<file path="config.mk">
export PLATFORM = sky130hd
export DESIGN_NAME = bin_to_bcd_stage
export DESIGN_NICKNAME = d
export VERILOG_FILES = /design/src/rtl/bin_to_bcd_stage.sv
export SDC_FILE = /design/constraint.sdc
export NUM_CORES = 1
export LEC_CHECK = 0
export BUFFER_PORTS_ARGS = -buffer_cell sky130_fd_sc_hd__buf_2
export CAP_MARGIN = 30
export CORE_ASPECT_RATIO = 0.5
export CORE_MARGIN = 1
export CORE_UTILIZATION = 30
export CTS_BUF_LIST = sky130_fd_sc_hd__clkbuf_4 sky130_fd_sc_hd__clkbuf_8
export DETAILED_ROUTE_END_ITERATION = 10
export PLACE_DENSITY_LB_ADDON = 0.1
export SETUP_SLACK_MARGIN = 0.4
export SLEW_MARGIN = 30
export SYNTH_ARGS = -nofsm -noshare
export SYNTH_HDL_FRONTEND = slang
export SYNTH_SLANG_ARGS = --single-unit
</file>
<file path="constraint.sdc">
create_clock -name clk -period 2.7 [get_ports clk]
set_input_delay 0.675 -clock clk [delete_from_list [all_inputs] [get_ports clk]]
set_output_delay 0.675 -clock clk [all_outputs]
set_load 0.03 [all_outputs]
</file>
<file path="src/rtl/bin_to_bcd_stage.sv">
// Sequential double-dabble converter: 13-bit binary to four BCD digits, with a
// one-entry pending buffer so back-to-back requests from the upstream engine are not lost.
module bin_to_bcd_stage (
  input  logic        clk,
  input  logic        reset,
  input  logic        start,
  input  logic [12:0] bin,
  output logic        ready,
  output logic        done_tick,
  output logic [3:0]  bcd3,
  output logic [3:0]  bcd2,
  output logic [3:0]  bcd1,
  output logic [3:0]  bcd0
);

  typedef enum logic [1:0] {IDLE = 2'd0, OP = 2'd1, DONE = 2'd2} state_t;

  state_t      state;
  logic [12:0] shift_q;
  logic [15:0] work_q;
  logic [3:0]  cnt_q;
  logic        pend_q;
  logic [12:0] pend_val_q;

  logic [15:0] work_adj;
  logic        load_go;
  logic [12:0] load_val;
  logic        capture;
  logic        consumed;

  // +3 only on nibbles >= 5, so a nibble never exceeds 12 before the shift
  always_comb begin
    work_adj = work_q;
    for (int i = 0; i < 4; i++) begin
      if (work_q[4*i +: 4] >= 4'd5)
        work_adj[4*i +: 4] = work_q[4*i +: 4] + 4'd3;
    end
  end

  // Pending entry has priority over a fresh start; a start that cannot be
  // loaded directly lands in the pending buffer (last one wins).
  always_comb begin
    load_go  = 1'b0;
    load_val = bin;
    case (state)
      IDLE: begin
        load_go  = pend_q | start;
        load_val = pend_q ? pend_val_q : bin;
      end
      DONE: begin
        load_go  = pend_q;
        load_val = pend_val_q;
      end
      default: ;
    endcase
    capture  = start && ((state != IDLE) || pend_q);
    consumed = load_go && pend_q;
  end

  always_ff @(posedge clk or posedge reset) begin
    if (reset) begin
      state      <= IDLE;
      shift_q    <= '0;
      work_q     <= '0;
      cnt_q      <= '0;
      pend_q     <= 1'b0;
      pend_val_q <= '0;
      bcd3       <= '0;
      bcd2       <= '0;
      bcd1       <= '0;
      bcd0       <= '0;
    end else begin
      if (capture) begin
        pend_q     <= 1'b1;
        pend_val_q <= bin;
      end else if (consumed) begin
        pend_q     <= 1'b0;
      end

      if (load_go) begin
        shift_q <= load_val;
        work_q  <= '0;
        cnt_q   <= 4'd13;
      end

      case (state)
        IDLE: if (load_go) state <= OP;
        OP: begin
          if (cnt_q == 4'd0) begin
            state <= DONE;
            {bcd3, bcd2, bcd1, bcd0} <= work_q;
          end else begin
            {work_q, shift_q} <= {work_adj[14:0], shift_q, 1'b0};
            cnt_q <= cnt_q - 4'd1;
          end
        end
        DONE:    state <= load_go ? OP : IDLE;
        default: state <= IDLE;
      endcase
    end
  end

  assign ready     = (state == IDLE) && !pend_q;
  assign done_tick = (state == DONE);

endmodule
</file>
==> impl_metrics.toml, run 1 <==
[run_status]
status = "finished, final reports clean"

[logic_synthesis]
mean_syn_cell_area_um2 = 11.3
ys_warn_count = 0
synth.largest_area_cell = "dfrtp_1"
mappedNetlistNets = 296
number_of_distinct_library_cells_after_synthesis = 37
ys_seq_area_share_pct = 52.9
ys_seq_elements = 65
netlist_instances = 271
netlist.area_leader.share_pct = 52.9
top_post_synthesis_cells_by_area = "dfrtp_1, mux2_2, ha_1"
mappedNetlistArea_um2 = 3080

[final_layout]
final_nets = 331
n_antenna_cell = 0
layout.cells.most_common = "dfrtp_1"
mostFrequentLayoutCells = "dfrtp_1, buf_2, nand2_1"
areaGrowthSynthToFinish_pct = 15.3
drive_gt1_share_pct = 29.3
final_cell_count_no_fill = 446

[power_and_ir_drop]
power_leakage_nw = 1.69
worst_ir_drop_vdd_uv = 324
total_power_w = 0.00409
cellPowerDensity_nw_per_um2 = 1150

[timing]
rsz0062_at_grt = "false"
drv_slew = 0
setup-tns-final_ns = 0
fin_worst_skew_ns = 0.00499
slew_headroom_pct = 42.9
worst_pin_slew_ns = 0.856
period_needed_ns = 2.18
setup_viol_count_final = 0
achievable-frequency_mhz = 459
hold_violations = 0
setup_slack_ns = 0.522
layout_worst_path_cycle_share_pct = 80.7

[floorplanning]
ios = 34
coreArea_um2 = 9700
row_count = 25
die-width_um = 145
fp.dieArea_um2 = 10700
effective_utilization_at_floorplan_pct = 31.7
die_height_um = 73.6

[setup_path]
path_class = "flop to output pin"
timing.critical_path.fanout_max = 11
critical_path.top_delay_family = "flip-flops"
crit_cells = 3
crit_path_max_incr_delay_ns = 0.49
startpoint_type = "flop"
timing.critical_path.to_type = "output pin"
critical_path.n_buffers_inverters = 2
worst-endpoint-required_ns = 2.03
worst-endpoint-arrival_ns = 1.50
r2r-start = "cnt_q[0]$_DFF_PP0_"
worst_path_max_delay_cell = "dfrtp_2"
ff2ff_path_depth = 6
crit_path_cell_trace = "buf_4 -> nor3_1 -> buf_2"
timing.critical_path.from = "state[0]$_DFFE_PP0P_"

[clock_network]
worst_setup_hold_path_clk_slew_ns = 0.07
clock_latency_ns = 0.34
cts_buffers = 9
clockBufferDepth = 2
holdBufCountCts = 0
tritoncts = "done"
cts.htree.levels = 3
cts_root_buffer = "clkbuf_8"
tritoncts_num_sinks = 65

[routing]
avgViaCountPerCell = 4.71
vias = 2099
dr.first_iter.drc_count = 94
routed_wl_mm = 6.48
drt_drc_violations_left = 0
drtAntennaViolNets = 0
drt_pre_antenna_iters = 4
routed_wire_length_per_instance_um = 14.5

[place]
placement.setup.worst_slack_ns = 0.642
detailed_place_hpwl_mm = 4.46
gp_routability_congestion = 0.722
port_buffers = 33
dp.cells = 430

[grt]
grt_max_degree = 26
grtUsageTotal_pct = 13.6
first_global_vias = 2058
grt_pass1_wl_mm = 10.9
gr_overflow_total = 0
antenna_found_initial = 0

[hold_path]
worst_hold_path_type = "primary input to async pin"

[job]
maxCapViolCount = 0
## layer usage
layer | vias up | global-route usage (%) | share of wire, %
met4 | 0 | 5.50 | 1.5
met3 | 11 | 4.41 | 3.5
li1 | 1035 | - | -
met2 | 35 | 19.7 | 42
met1 | 1018 | 18.8 | 53
met5 | - | 0 | 0
## Yosys cell counts, drive strengths merged
| cell | n |
|---|---|
| dfrtp | 65 |
| nand2 | 26 |
| mux2 | 21 |
| a21oi | 18 |
| inv | 15 |
| nor2 | 13 |
| o21ai | 12 |
| buf | 11 |
| ha | 9 |
| nand2b | 8 |
| nor3 | 8 |
| a221o | 6 |
| nand3 | 6 |
| o21bai | 6 |
| o221a | 6 |
| a21o | 5 |
| mux2i | 5 |
| o22ai | 5 |
| xnor2 | 5 |
| a22o | 4 |
| clkbuf | 3 |
| o32ai | 3 |
| xor2 | 3 |
| nor2b | 2 |
| a211oi | 1 |
| a22oi | 1 |
| and2b | 1 |
| nor3b | 1 |
| nor4 | 1 |
| o2bb2ai | 1 |
## per-stage QoR
step	utilization (%)	hold slack (ns)	area [um2]
finish	36.6	0.348	3540
global route	36.6	0.369	3540
CTS	36.5	0.354	3540
detailed placement	34.5	0.465	3350
global placement	34.5	0.460	3350
floorplan	-	0.457	3080
## registers in the layout, summed over array words and instances (netlist names)
| name | count |
|---|---|
| work_q | 16 |
| bcd1 | 4 |
| cnt_q | 4 |
| state | 2 |
| bcd0 | 4 |
| shift_q | 13 |
| pend_q | 1 |
| pend_val_q | 13 |
| bcd2 | 4 |
| bcd3 | 4 |
## power by group
group | leakage (nW) | internal (W) | switching (W) | total (W)
logic | 0.772 | 0.000715 | 0.000946 | 0.00166
clock network | 0.106 | 0.000441 | 0.000363 | 0.000805
registers | 0.807 | 0.00133 | 0.000287 | 0.00162
## cells by family (layout without fill, tap and decap cells)
logic type / after synthesis / in the layout / share of synthesized area [%]
AO/OA/AOI/OAI: 68 / 68 / 15.9
AND/OR/NAND/NOR: 66 / 66 / 10.8
adder cells (fa/ha/maj): 9 / 9 / 3.66
buffers and inverters: 29 / 69 / 5.21
multiplexers: 26 / 26 / 9.32
XOR/XNOR: 8 / 8 / 2.28
flip-flops: 65 / 65 / 52.9
## worst paths after layout
path / slack (ns) / endpoint
setup / recovery: 0.52 / ready
hold / removal: 0.35 / pend_val_q[3]$_DFFE_PP0P_
setup reg to reg: 0.63 / work_q[15]$_DFF_PP0_
hold reg to reg: 0.47 / bcd1[0]$_DFFE_PP0P_
max in group asynchronous: 1.67 / state[0]$_DFFE_PP0P_
min in group clk: 0.47 / bcd1[0]$_DFFE_PP0P_
## what timing repair did
item | 4_1_cts | 5_1_grt
resized for setup | 0 | 1
endpoints found under the hold margin | 0 | 0
setup buffers | 0 | 0
endpoints found under the setup margin | 0 | 1
## area by class of cell
type,count,area [um2]
Clock inverter,2,10.0
Inverter,15,60.1
Tap cell,135,169
Fill cell,990,6150
Timing Repair Buffer,38,203
Sequential cell,65,1630
Multi-Input combinational cell,177,1290
Clock buffer,14,186
No activity file was read; power rests on OpenSTA's default activity.
==> run 2: changes to the inputs <==
==> constraint.sdc (replaced) <==
create_clock -name clk -period 2.24 [get_ports clk]
set_input_delay 0.56 -clock clk [delete_from_list [all_inputs] [get_ports clk]]
set_output_delay 0.56 -clock clk [all_outputs]
set_load 0.03 [all_outputs]
==> impl_metrics.toml, run 2 (synthesis results as in run 1) <==
[run_status]
status = "finished, final reports clean"

[clock_network]
cts_root_buffer = "clkbuf_8"
tritoncts = "done"
worst_setup_hold_path_clk_slew_ns = 0.07
cts_buffers = 9
holdBufCountCts = 0
tritoncts_num_sinks = 65
cts.htree.levels = 3
clockBufferDepth = 2
clock_latency_ns = 0.35

[floorplanning]
fp.dieArea_um2 = 10700
die-width_um = 145
die_height_um = 73.6
ios = 34
coreArea_um2 = 9700
effective_utilization_at_floorplan_pct = 31.7
row_count = 25

[setup_path]
timing.critical_path.fanout_max = 9
worst-endpoint-required_ns = 1.68
path_class = "flop to output pin"
crit_path_cell_trace = "nor3_4 -> buf_6"
critical_path.top_delay_family = "flip-flops"
crit_path_max_incr_delay_ns = 0.48
startpoint_type = "flop"
timing.critical_path.to_type = "output pin"
critical_path.n_buffers_inverters = 1
worst_path_max_delay_cell = "dfrtp_2"
worst-endpoint-arrival_ns = 1.21

[hold_path]
worst_hold_path_type = "primary input to async pin"

[job]
maxCapViolCount = 0

[routing]
dr.first_iter.drc_count = 125
vias = 2182
drt_drc_violations_left = 0
routed_wire_length_per_instance_um = 14.5
drt_pre_antenna_iters = 4
drtAntennaViolNets = 0
avgViaCountPerCell = 4.75
routed_wl_mm = 6.64

[timing]
setup_viol_count_final = 0
fin_worst_skew_ns = 0.00389
setup-tns-final_ns = 0
slew_headroom_pct = 66.8
drv_slew = 0
rsz0062_at_grt = "true"
worst_pin_slew_ns = 0.497
layout_worst_path_cycle_share_pct = 78.9
period_needed_ns = 1.77
achievable-frequency_mhz = 566
hold_violations = 0

[grt]
antenna_found_initial = 0
first_global_vias = 2103
grt_max_degree = 28
grt_pass1_wl_mm = 11.1
gr_overflow_total = 0
grtUsageTotal_pct = 13.8

[final_layout]
n_antenna_cell = 0
drive_gt1_share_pct = 32.7
largest_reg_flops = 16
areaGrowthSynthToFinish_pct = 19.6
finish.instance_area_um2 = 3680
layout.cells.most_common = "dfrtp_1"
regMostFlops = "work_q"
mostFrequentLayoutCells = "dfrtp_1, buf_2, nand2_1"
filler_cell_count_in_the_final_layout = 980
final_nets = 347
biggestRegsByFlops = "work_q (16), pend_val_q (13), shift_q (13)"
seqCellArea_um2 = 1630
multi_input_area_um2 = 1310

[place]
gp_routability_congestion = 0.699
port_buffers = 33
detailed_place_hpwl_mm = 4.48
placedInstanceArea_um2 = 3380

[power_and_ir_drop]
cellPowerDensity_nw_per_um2 = 1360
worst_ir_drop_vdd_uv = 367
power_leakage_nw = 1.75
## run 2: cell type report
| cell class | instances | share of cell area [%] |
|---|---|---|
| Clock inverter | 1 | 0.136 |
| Timing Repair Buffer | 54 | 9.70 |
| Sequential cell | 65 | 44.3 |
| Multi-Input combinational cell | 177 | 35.5 |
| Inverter | 15 | 1.63 |
| Clock buffer | 12 | 4.15 |
| Tap cell | 135 | 4.59 |
## run 2: timing repair
action                                  in CTS  in global routing
setup buffers                                2                 12
gates resized for setup                      6                  5
endpoints found under the setup margin      26                 14
pin swaps                                    1                  1
## run 2: worst reg2reg max path: cells and delay by family (launching register included)
kind / cells / cell delay (ns)
DFF: 1 / 0.41
buffers and inverters: 2 / 0.24
and+or+nand+nor: 2 / 0.45
muxes: 1 / 0.33
adders and majority gates: 1 / 0.21
## run 2: metal layers
metal / global-route usage (%) / part of all wire [%] / vias up
met1: 19.1 / 52 / 1065
met2: 19.6 / 42 / 59
li1: - / - / 1049
met4: 4.56 / 1.0 / 0
met3: 5.22 / 5.4 / 9
met5: 0 / 0 / -
## run 2: final timing paths
path                                           from                         to  slack [ns]  cells after the start
max in group asynchronous                     reset        work_q[7]$_DFF_PP0_        1.40                      3
min in group clk                             bin[0]  pend_val_q[0]$_DFFE_PP0P_        0.46                      2
worst min-delay path                          reset  pend_val_q[4]$_DFFE_PP0P_        0.24                      2
worst max-delay path             pend_q$_DFFE_PP0P_                      ready        0.47                      2
worst max register to register   cnt_q[0]$_DFF_PP0_        bcd2[2]$_DFFE_PP0P_        0.50                      6
worst min register to register  bcd1[1]$_DFFE_PP0P_        bcd1[1]$_DFFE_PP0P_        0.47                      2
## run 2: power by group
part           total, W  switching, W  internal (W)
logic           0.00222       0.00120       0.00102
registers       0.00193      0.000318       0.00161
clock network  0.000866      0.000429      0.000437
## run 2: metrics by stage
stage	setup slack (ns)	hold slack (ns)	std cells	utilization, %	power, W
3_3_place_gp	0.410	0.461	432	34.9	0.00397
4_1_cts	0.355	0.234	447	36.8	0.00495
3_5_place_dp	0.352	0.466	432	34.9	0.00400
2_1_floorplan	0.409	0.457	271	-	0.00355
6_report	0.472	0.238	459	37.9	0.00501
5_1_grt	0.395	0.276	459	37.9	0.00541
